### config.mk
export PLATFORM = sky130hd
export DESIGN_NAME = gf_reduce_seq_flat
export DESIGN_NICKNAME = d
export VERILOG_FILES = /design/src/rtl/gf_reduce_seq_if.sv /design/src/rtl/gf_reduce_seq.sv /design/src/flat_wrapper.sv
export SDC_FILE = /design/constraint.sdc
export NUM_CORES = 1
export LEC_CHECK = 0
export ABC_AREA = 1
export BUFFER_PORTS_ARGS = -buffer_cell sky130_fd_sc_hd__clkbuf_2
export CORE_MARGIN = 4
export CORE_UTILIZATION = 25
export DETAILED_ROUTE_END_ITERATION = 10
export HOLD_SLACK_MARGIN = 0.1
export PLACE_DENSITY = 0.45
export SLEW_MARGIN = 20
export SYNTH_ARGS = -nofsm -noshare
export SYNTH_HDL_FRONTEND = slang
export SYNTH_SLANG_ARGS = --single-unit
### constraint.sdc
create_clock -name clk -period 3.9 [get_ports clk]
set_input_delay 0.78 -clock clk [delete_from_list [all_inputs] [get_ports clk]]
set_output_delay 0.78 -clock clk [all_outputs]
set_load 0.02 [all_outputs]
### src/rtl/gf_reduce_seq_if.sv
// Handshake/data bundle for gf_reduce_seq.
// master: job producer / result consumer (drives in_*, out_ready).
// slave : the reduction stage (drives in_ready, out_valid, out, err_grade, busy).
//   in_valid/in_ready  job handshake
//   prod_in            2*DATA_WIDTH-bit carry-less product
//   polyn_red_in       reduction polynomial, bit i = coefficient of x^i
//   polyn_grade        field degree m
//   out_valid/out_ready result handshake
//   out, err_grade     reduced element and illegal-grade flag
//   busy               reduction in progress
interface gf_reduce_seq_if #(
  parameter int unsigned DATA_WIDTH = 32
);
  logic                          in_valid;
  logic                          in_ready;
  logic [2*DATA_WIDTH-1:0]       prod_in;
  logic [DATA_WIDTH:0]           polyn_red_in;
  logic [$clog2(DATA_WIDTH):0]   polyn_grade;
  logic                          out_valid;
  logic                          out_ready;
  logic [DATA_WIDTH-1:0]         out;
  logic                          err_grade;
  logic                          busy;

  modport master (
    output in_valid, prod_in, polyn_red_in, polyn_grade, out_ready,
    input  in_ready, out_valid, out, err_grade, busy
  );

  modport slave (
    input  in_valid, prod_in, polyn_red_in, polyn_grade, out_ready,
    output in_ready, out_valid, out, err_grade, busy
  );
endinterface

### src/rtl/gf_reduce_seq.sv
// Bit-serial GF(2^m) reduction stage.
// Takes a 2*DATA_WIDTH-bit carry-less product and a reduction polynomial
// of degree m, reduces the product modulo the polynomial one candidate bit
// per clock (from the top bit down to bit m), and returns the m-bit element
// over a valid/ready handshake. Illegal degrees (m < 2 or m > DATA_WIDTH)
// complete immediately with out=0 and err_grade=1.
// Ports:
//   clk    rising-edge clock
//   rst_n  synchronous active-low reset
//   bus    gf_reduce_seq_if slave modport (job in, result out, busy)
module gf_reduce_seq #(
  parameter int unsigned DATA_WIDTH = 32
) (
  input  logic            clk,
  input  logic            rst_n,
  gf_reduce_seq_if.slave  bus
);

  localparam int unsigned DW = DATA_WIDTH;
  localparam int unsigned PW = 2 * DATA_WIDTH;
  localparam int unsigned GW = $clog2(DATA_WIDTH) + 1;
  localparam int unsigned KW = $clog2(PW);

  typedef enum logic [1:0] {
    IDLE,
    RUN,
    DONE
  } state_t;

  state_t          state_q, state_d;
  logic [PW-1:0]   r_q, r_d;
  logic [DW:0]     p_q, p_d;
  logic [GW-1:0]   m_q, m_d;
  logic [KW-1:0]   k_q, k_d;
  logic [DW-1:0]   out_q, out_d;
  logic            err_q, err_d;

  logic [DW-1:0]   low_mask;
  int unsigned     sh;
  logic            grade_legal;

  // Bits [m-1:0] of the result are meaningful; the rest are forced to zero.
  always_comb begin
    low_mask = '0;
    for (int unsigned i = 0; i < DW; i++) begin
      low_mask[i] = (i < 32'(m_q));
    end
  end

  assign grade_legal = (32'(bus.polyn_grade) >= 32'd2) &&
                       (32'(bus.polyn_grade) <= DW);

  always_comb begin
    state_d = state_q;
    r_d     = r_q;
    p_d     = p_q;
    m_d     = m_q;
    k_d     = k_q;
    out_d   = out_q;
    err_d   = err_q;
    sh      = 32'(k_q) - 32'(m_q);

    unique case (state_q)
      IDLE: begin
        if (bus.in_valid) begin
          r_d = bus.prod_in;
          m_d = bus.polyn_grade;
          // Keep coefficients below x^m, force the leading term, drop the rest.
          for (int unsigned i = 0; i <= DW; i++) begin
            if (i < 32'(bus.polyn_grade)) begin
              p_d[i] = bus.polyn_red_in[i];
            end else begin
              p_d[i] = (i == 32'(bus.polyn_grade));
            end
          end
          if (grade_legal) begin
            k_d     = KW'(PW - 1);
            state_d = RUN;
          end else begin
            out_d   = '0;
            err_d   = 1'b1;
            state_d = DONE;
          end
        end
      end

      RUN: begin
        if (r_q[k_q]) begin
          r_d = r_q ^ (PW'(p_q) << sh);
        end
        k_d = k_q - KW'(1);
        // The step at k == m is the last one; capture the already-updated
        // remainder so the result is registered on the same edge.
        if (32'(k_q) == 32'(m_q)) begin
          out_d   = r_d[DW-1:0] & low_mask;
          err_d   = 1'b0;
          state_d = DONE;
        end
      end

      DONE: begin
        if (bus.out_ready) begin
          state_d = IDLE;
        end
      end

      default: state_d = IDLE;
    endcase
  end

  always_ff @(posedge clk) begin
    if (!rst_n) begin
      state_q <= IDLE;
      r_q     <= '0;
      p_q     <= '0;
      m_q     <= '0;
      k_q     <= '0;
      out_q   <= '0;
      err_q   <= 1'b0;
    end else begin
      state_q <= state_d;
      r_q     <= r_d;
      p_q     <= p_d;
      m_q     <= m_d;
      k_q     <= k_d;
      out_q   <= out_d;
      err_q   <= err_d;
    end
  end

  assign bus.in_ready  = (state_q == IDLE);
  assign bus.out_valid = (state_q == DONE);
  assign bus.busy      = (state_q == RUN);
  assign bus.out       = out_q;
  assign bus.err_grade = err_q;

endmodule

### src/flat_wrapper.sv
// flat-port wrapper written by rule: the top's interface ports become plain ports
module gf_reduce_seq_flat 
#(
  parameter int unsigned DATA_WIDTH = 32
)
  (clk, rst_n, bus_in_valid, bus_prod_in, bus_polyn_red_in, bus_polyn_grade, bus_out_ready, bus_in_ready, bus_out_valid, bus_out, bus_err_grade, bus_busy);
  gf_reduce_seq_if #(.DATA_WIDTH(DATA_WIDTH)) bus_i ();
  input  logic clk;
  input  logic rst_n;
  input wire logic [$bits(bus_i.in_valid)-1:0] bus_in_valid;
  input wire logic [$bits(bus_i.prod_in)-1:0] bus_prod_in;
  input wire logic [$bits(bus_i.polyn_red_in)-1:0] bus_polyn_red_in;
  input wire logic [$bits(bus_i.polyn_grade)-1:0] bus_polyn_grade;
  input wire logic [$bits(bus_i.out_ready)-1:0] bus_out_ready;
  output wire logic [$bits(bus_i.in_ready)-1:0] bus_in_ready;
  output wire logic [$bits(bus_i.out_valid)-1:0] bus_out_valid;
  output wire logic [$bits(bus_i.out)-1:0] bus_out;
  output wire logic [$bits(bus_i.err_grade)-1:0] bus_err_grade;
  output wire logic [$bits(bus_i.busy)-1:0] bus_busy;
  assign bus_i.in_valid = bus_in_valid;
  assign bus_i.prod_in = bus_prod_in;
  assign bus_i.polyn_red_in = bus_polyn_red_in;
  assign bus_i.polyn_grade = bus_polyn_grade;
  assign bus_i.out_ready = bus_out_ready;
  assign bus_in_ready = bus_i.in_ready;
  assign bus_out_valid = bus_i.out_valid;
  assign bus_out = bus_i.out;
  assign bus_err_grade = bus_i.err_grade;
  assign bus_busy = bus_i.busy;
  gf_reduce_seq #(.DATA_WIDTH(DATA_WIDTH)) u_core (.clk(clk), .rst_n(rst_n), .bus(bus_i));
endmodule
==> PnR_summary.wiki <==
{| class="wikitable"
! Metric !! Value
|-
| Result of the run || completed
|-
| Post-synthesis net count || 1969
|-
| Placed cell count || between 2000 and 2500
|-
| Transition at the pin with the smallest max-transition slack || approximately 0.95 ns
|-
| Wirelength per Cell || 20.5 um
|-
| Depth of the CTS H-tree || 4
|-
| Total of buffers placed on input and output ports || between 100 and 150
|-
| Die X-Extent || 218 um
|-
| YS warnings || 0
|-
| Post-layout worst setup margin || 0.308 ns
|-
| Final count of pins violating max slew || 0
|-
| Via count || approximately 13000
|-
| WP data arrival || ~4 ns
|-
| Cell Int Power || between 0.004 and 0.005 W
|-
| CTS tree || done
|-
| Static Leakage || 5.43 nW
|-
| Placer Congestion || 0.979
|-
| Post-CTS Resized || 0
|-
| Number of instances in the synthesized netlist || 1854
|-
| # setup viols final || 0
|-
| Required time worst endpoint || around 4.3 ns
|-
| Slowest CP cell || sky130_fd_sc_hd__clkinv_1
|-
| Net switching fraction of the power || 0.562
|-
| Cell area after synthesis || about 11000 sq um
|-
| Number of flops mapped to enable cells by yosys || 0
|-
| Commonest non-fill, non-tap cell in the layout || sky130_fd_sc_hd__nand3_1
|-
| GR Util All Layers || 0.213
|-
| Worst min-delay path class || reg -> reg
|-
| Worst voltage drop across the vdd grid || ~0.00046 V
|-
| Num CTS Buffers || 17
|-
| Maximum number of pins on one net before global-route repair || 100
|-
| Setup_tns || 0 ns
|-
| Max frequency || 0.278 GHz
|-
| Remaining design rule violation count || 0
|-
| Sequence of cells on the critical path || fa_1 -> clkinv_1 -> nand3_1 -> nand3_1 -> nand3_1 -> nand3_1 -> o21ai_1 -> nand4_1 -> a21oi_1
|-
| Critical Path Start Type || flip-flop
|-
| Wire length reported by the detailed router || 51.7 mm
|-
| Max capacitance violation total || 0
|-
| Root Buffer || sky130_fd_sc_hd__clkbuf_16
|-
| Family with the most delay on the worst path || simple AND/OR/NAND/NOR gates
|-
| Via count of the first global-routing pass || 12800
|-
| Global Route met1 Usage || 0.300
|-
| Post-CTS setup buffer count || 0
|-
| Pre-Repair DR Iteration Count || 6
|-
| Hold-fix buffer count after cts || 0
|-
| NetSw || 0.00561 W
|-
| Commonest non-fill, non-tap cells in the layout || 507 x sky130_fd_sc_hd__nand3_1, 317 x sky130_fd_sc_hd__nand2_1, 204 x sky130_fd_sc_hd__a21oi_1
|-
| Area Growth Syn to Fin || 17.3%
|-
| Clock power share || 0.180
|-
| Die area || 47500 sq um
|-
| Busiest grt layer || met2
|-
| Proportion of layout cells with a drive suffix above 1 || 0.131
|-
| Post-Syn Area per Cell || 5.94 sq um
|-
| Met2 usage in global routing || 0.343
|-
| Core footprint || between 40000 and 50000 sq um
|-
| Net count reported at finish || between 2000 and 2500
|-
| CTS Sinks || 144
|-
| Clock transition at the registers of the reported paths || 0.07 ns
|-
| Relative contribution of combinational cells to total power || 0.635
|-
| Initial core utilization || 0.254
|-
| Worst-case headroom to the max-slew limit || 0.365
|-
| CP peak stage delay || about 0.74 ns
|-
| Worst hold-check slack || between 0.4 and 0.5 ns
|-
| Clock Path Buffers || 2
|-
| Fraction of the yosys area taken by sequential cells || 0.262
|-
| Synthesis-stage register bit count || 144
|-
| Post-synthesis cell type count || 45
|-
| Antenna violations before repair || 1
|-
| Post-synth ARST share || 0
|-
| Setup repair after global routing missed its margin || no
|-
| Min Tclk post-route || 3.59 ns
|-
| Detailed placer's ending HPWL || slightly below 40 mm
|-
| Final hold vios || 0
|-
| Worst slack after detailed placement || 0.376 ns
|-
| Insertion delay to the later sink of the worst-skew pair || 0.45 ns
|-
| Max Fanout on Critical Path || 31
|-
| Library cell appearing most often on the critical path || sky130_fd_sc_hd__nand3_1
|-
| Row Count || 76
|-
| Grt total ovfl || 0
|-
| Area fraction of the dominant cell type after synthesis || 0.262
|-
| Number of top-level pins || 143
|-
| Top post-synthesis cells by area || sky130_fd_sc_hd__dfxtp_1 26%, sky130_fd_sc_hd__nand3_1 23%, sky130_fd_sc_hd__nand2_1 11%, sky130_fd_sc_hd__a21oi_1 9.3%, sky130_fd_sc_hd__o21ai_0 7.8%
|-
| M3 GR Usage || 0.0300
|-
| Reg power frac || 0.185
|-
| Fin crit share || 0.921
|-
| Power density over the cells || 773 nW/um^2
|-
| Number of vias per cell || 5.35
|-
| Global-route wire length before repair || about 78 mm
|-
| Crit. End Element || flip-flop
|-
| Dominant register cell in the synthesized netlist || sky130_fd_sc_hd__dfxtp_1
|-
| Critical Setup Path Class || reg -> reg
|-
| DR iter-0 viols || 1586
|-
| Routed Antenna Nets || 0
|-
| Buf+Inv Stages, Crit Path || 1
|-
| Final setup skew || 0.0108 ns
|-
| Library cell occupying the most area in the post-synthesis netlist || sky130_fd_sc_hd__dfxtp_1
|-
| Total Power || 0.00998 W
|-
| Non-filler instance count after layout || 2524
|-
| Floorplan die height || 218 um
|}
==> worst reg2reg max path: stages, from the launching register on <==
cell                       delay [ns]
sky130_fd_sc_hd__dfxtp_1         0.47
sky130_fd_sc_hd__fa_1            0.63
sky130_fd_sc_hd__clkinv_1        0.74
sky130_fd_sc_hd__nand3_1         0.45
sky130_fd_sc_hd__nand3_1         0.15
sky130_fd_sc_hd__nand3_1         0.17
sky130_fd_sc_hd__nand3_1         0.35
sky130_fd_sc_hd__o21ai_1         0.31
sky130_fd_sc_hd__nand4_1         0.13
sky130_fd_sc_hd__a21oi_1         0.13
==> power by group through the flow <==
stage	logic (W)	registers (W)	clock network, W
2_1_floorplan	0.00415	0.00180	0
3_3_place_gp	0.00620	0.00187	0
3_5_place_dp	0.00619	0.00187	0
4_1_cts	0.00622	0.00184	0.00184
5_1_grt	0.00694	0.00186	0.00189
6_report	0.00634	0.00185	0.00180
==> stage by stage <==
stage | area [sq um] | utilization
2_1_floorplan | 11000 | -
3_3_place_gp | 12300 | 0.284
3_5_place_dp | 12300 | 0.284
4_1_cts | 12900 | 0.298
5_1_grt | 12900 | 0.298
6_report | 12900 | 0.298
==> synthesized netlist by cell type, types with 3 or more instances <==
cell type,instances
sky130_fd_sc_hd__clkinv_1,3
sky130_fd_sc_hd__buf_4,6
sky130_fd_sc_hd__a31oi_1,10
sky130_fd_sc_hd__o2111ai_1,3
sky130_fd_sc_hd__buf_6,4
sky130_fd_sc_hd__nand3_1,507
sky130_fd_sc_hd__nand4_1,52
sky130_fd_sc_hd__clkbuf_1,74
sky130_fd_sc_hd__inv_2,11
sky130_fd_sc_hd__nand2_2,3
sky130_fd_sc_hd__nor2_1,83
sky130_fd_sc_hd__a22oi_1,3
sky130_fd_sc_hd__a221o_1,3
sky130_fd_sc_hd__nor2_2,3
sky130_fd_sc_hd__a21oi_1,204
sky130_fd_sc_hd__nand2_1,318
sky130_fd_sc_hd__buf_2,37
sky130_fd_sc_hd__ha_1,7
sky130_fd_sc_hd__buf_1,14
sky130_fd_sc_hd__o21bai_2,5
sky130_fd_sc_hd__o211ai_1,12
sky130_fd_sc_hd__o21ai_1,13
sky130_fd_sc_hd__inv_1,137
sky130_fd_sc_hd__o21ai_0,171
sky130_fd_sc_hd__dfxtp_1,144
==> logic make-up (layout without fill, tap and decap cells) <==
| family | after synthesis | count (layout) | synth area share |
|---|---|---|---|
| and+or+nand+nor | 974 | 974 | 0.405 |
| buffers and inverters | 286 | 370 | 0.106 |
| AOI/OAI and AO/OA | 439 | 439 | 0.214 |
| DFF | 144 | 144 | 0.262 |
| xor gates and xnor gates | 3 | 3 | 0.00307 |
| other | 0 | 1 | 0 |
| adders and majority gates | 8 | 8 | 0.00976 |
==> metal layers <==
layer	vias to the layer above	part of all wire
met5	-	0
met1	6302	0.46
li1	6583	-
met3	55	0.058
met4	0	0.025
met2	555	0.46
==> flip-flops by register name, indices dropped and copies added (netlist names) <==
name                  cells
u_core.bus.err_grade      1
u_core.bus.out           32
u_core.k_q                6
u_core.m_q                6
u_core.p_q               33
u_core.r_q               64
u_core.state_q            2
==> area by class of cell <==
class	instances	area (sq um)
diodes	1	2.50
clock buffers	21	460
clock inverters	10	151
fillers	4959	30400
inverters	151	567
multi-input cells	1424	7010
flip-flops and latches	144	2880
well taps	585	732
repair buffers	188	1120
==> path summary, 6_finish.rpt <==
path | startpoint | to | slack, ns | cells after the start
worst max-delay path | u_core.k_q[1] | u_core.bus.out[12] | 0.31 | 9
worst min-delay path | u_core.bus.out[24] | u_core.bus.out[24] | 0.47 | 2
worst max register to register | u_core.k_q[1] | u_core.bus.out[12] | 0.31 | 9
worst min register to register | u_core.bus.out[24] | u_core.bus.out[24] | 0.47 | 2
(Power assumes the default switching activity.)
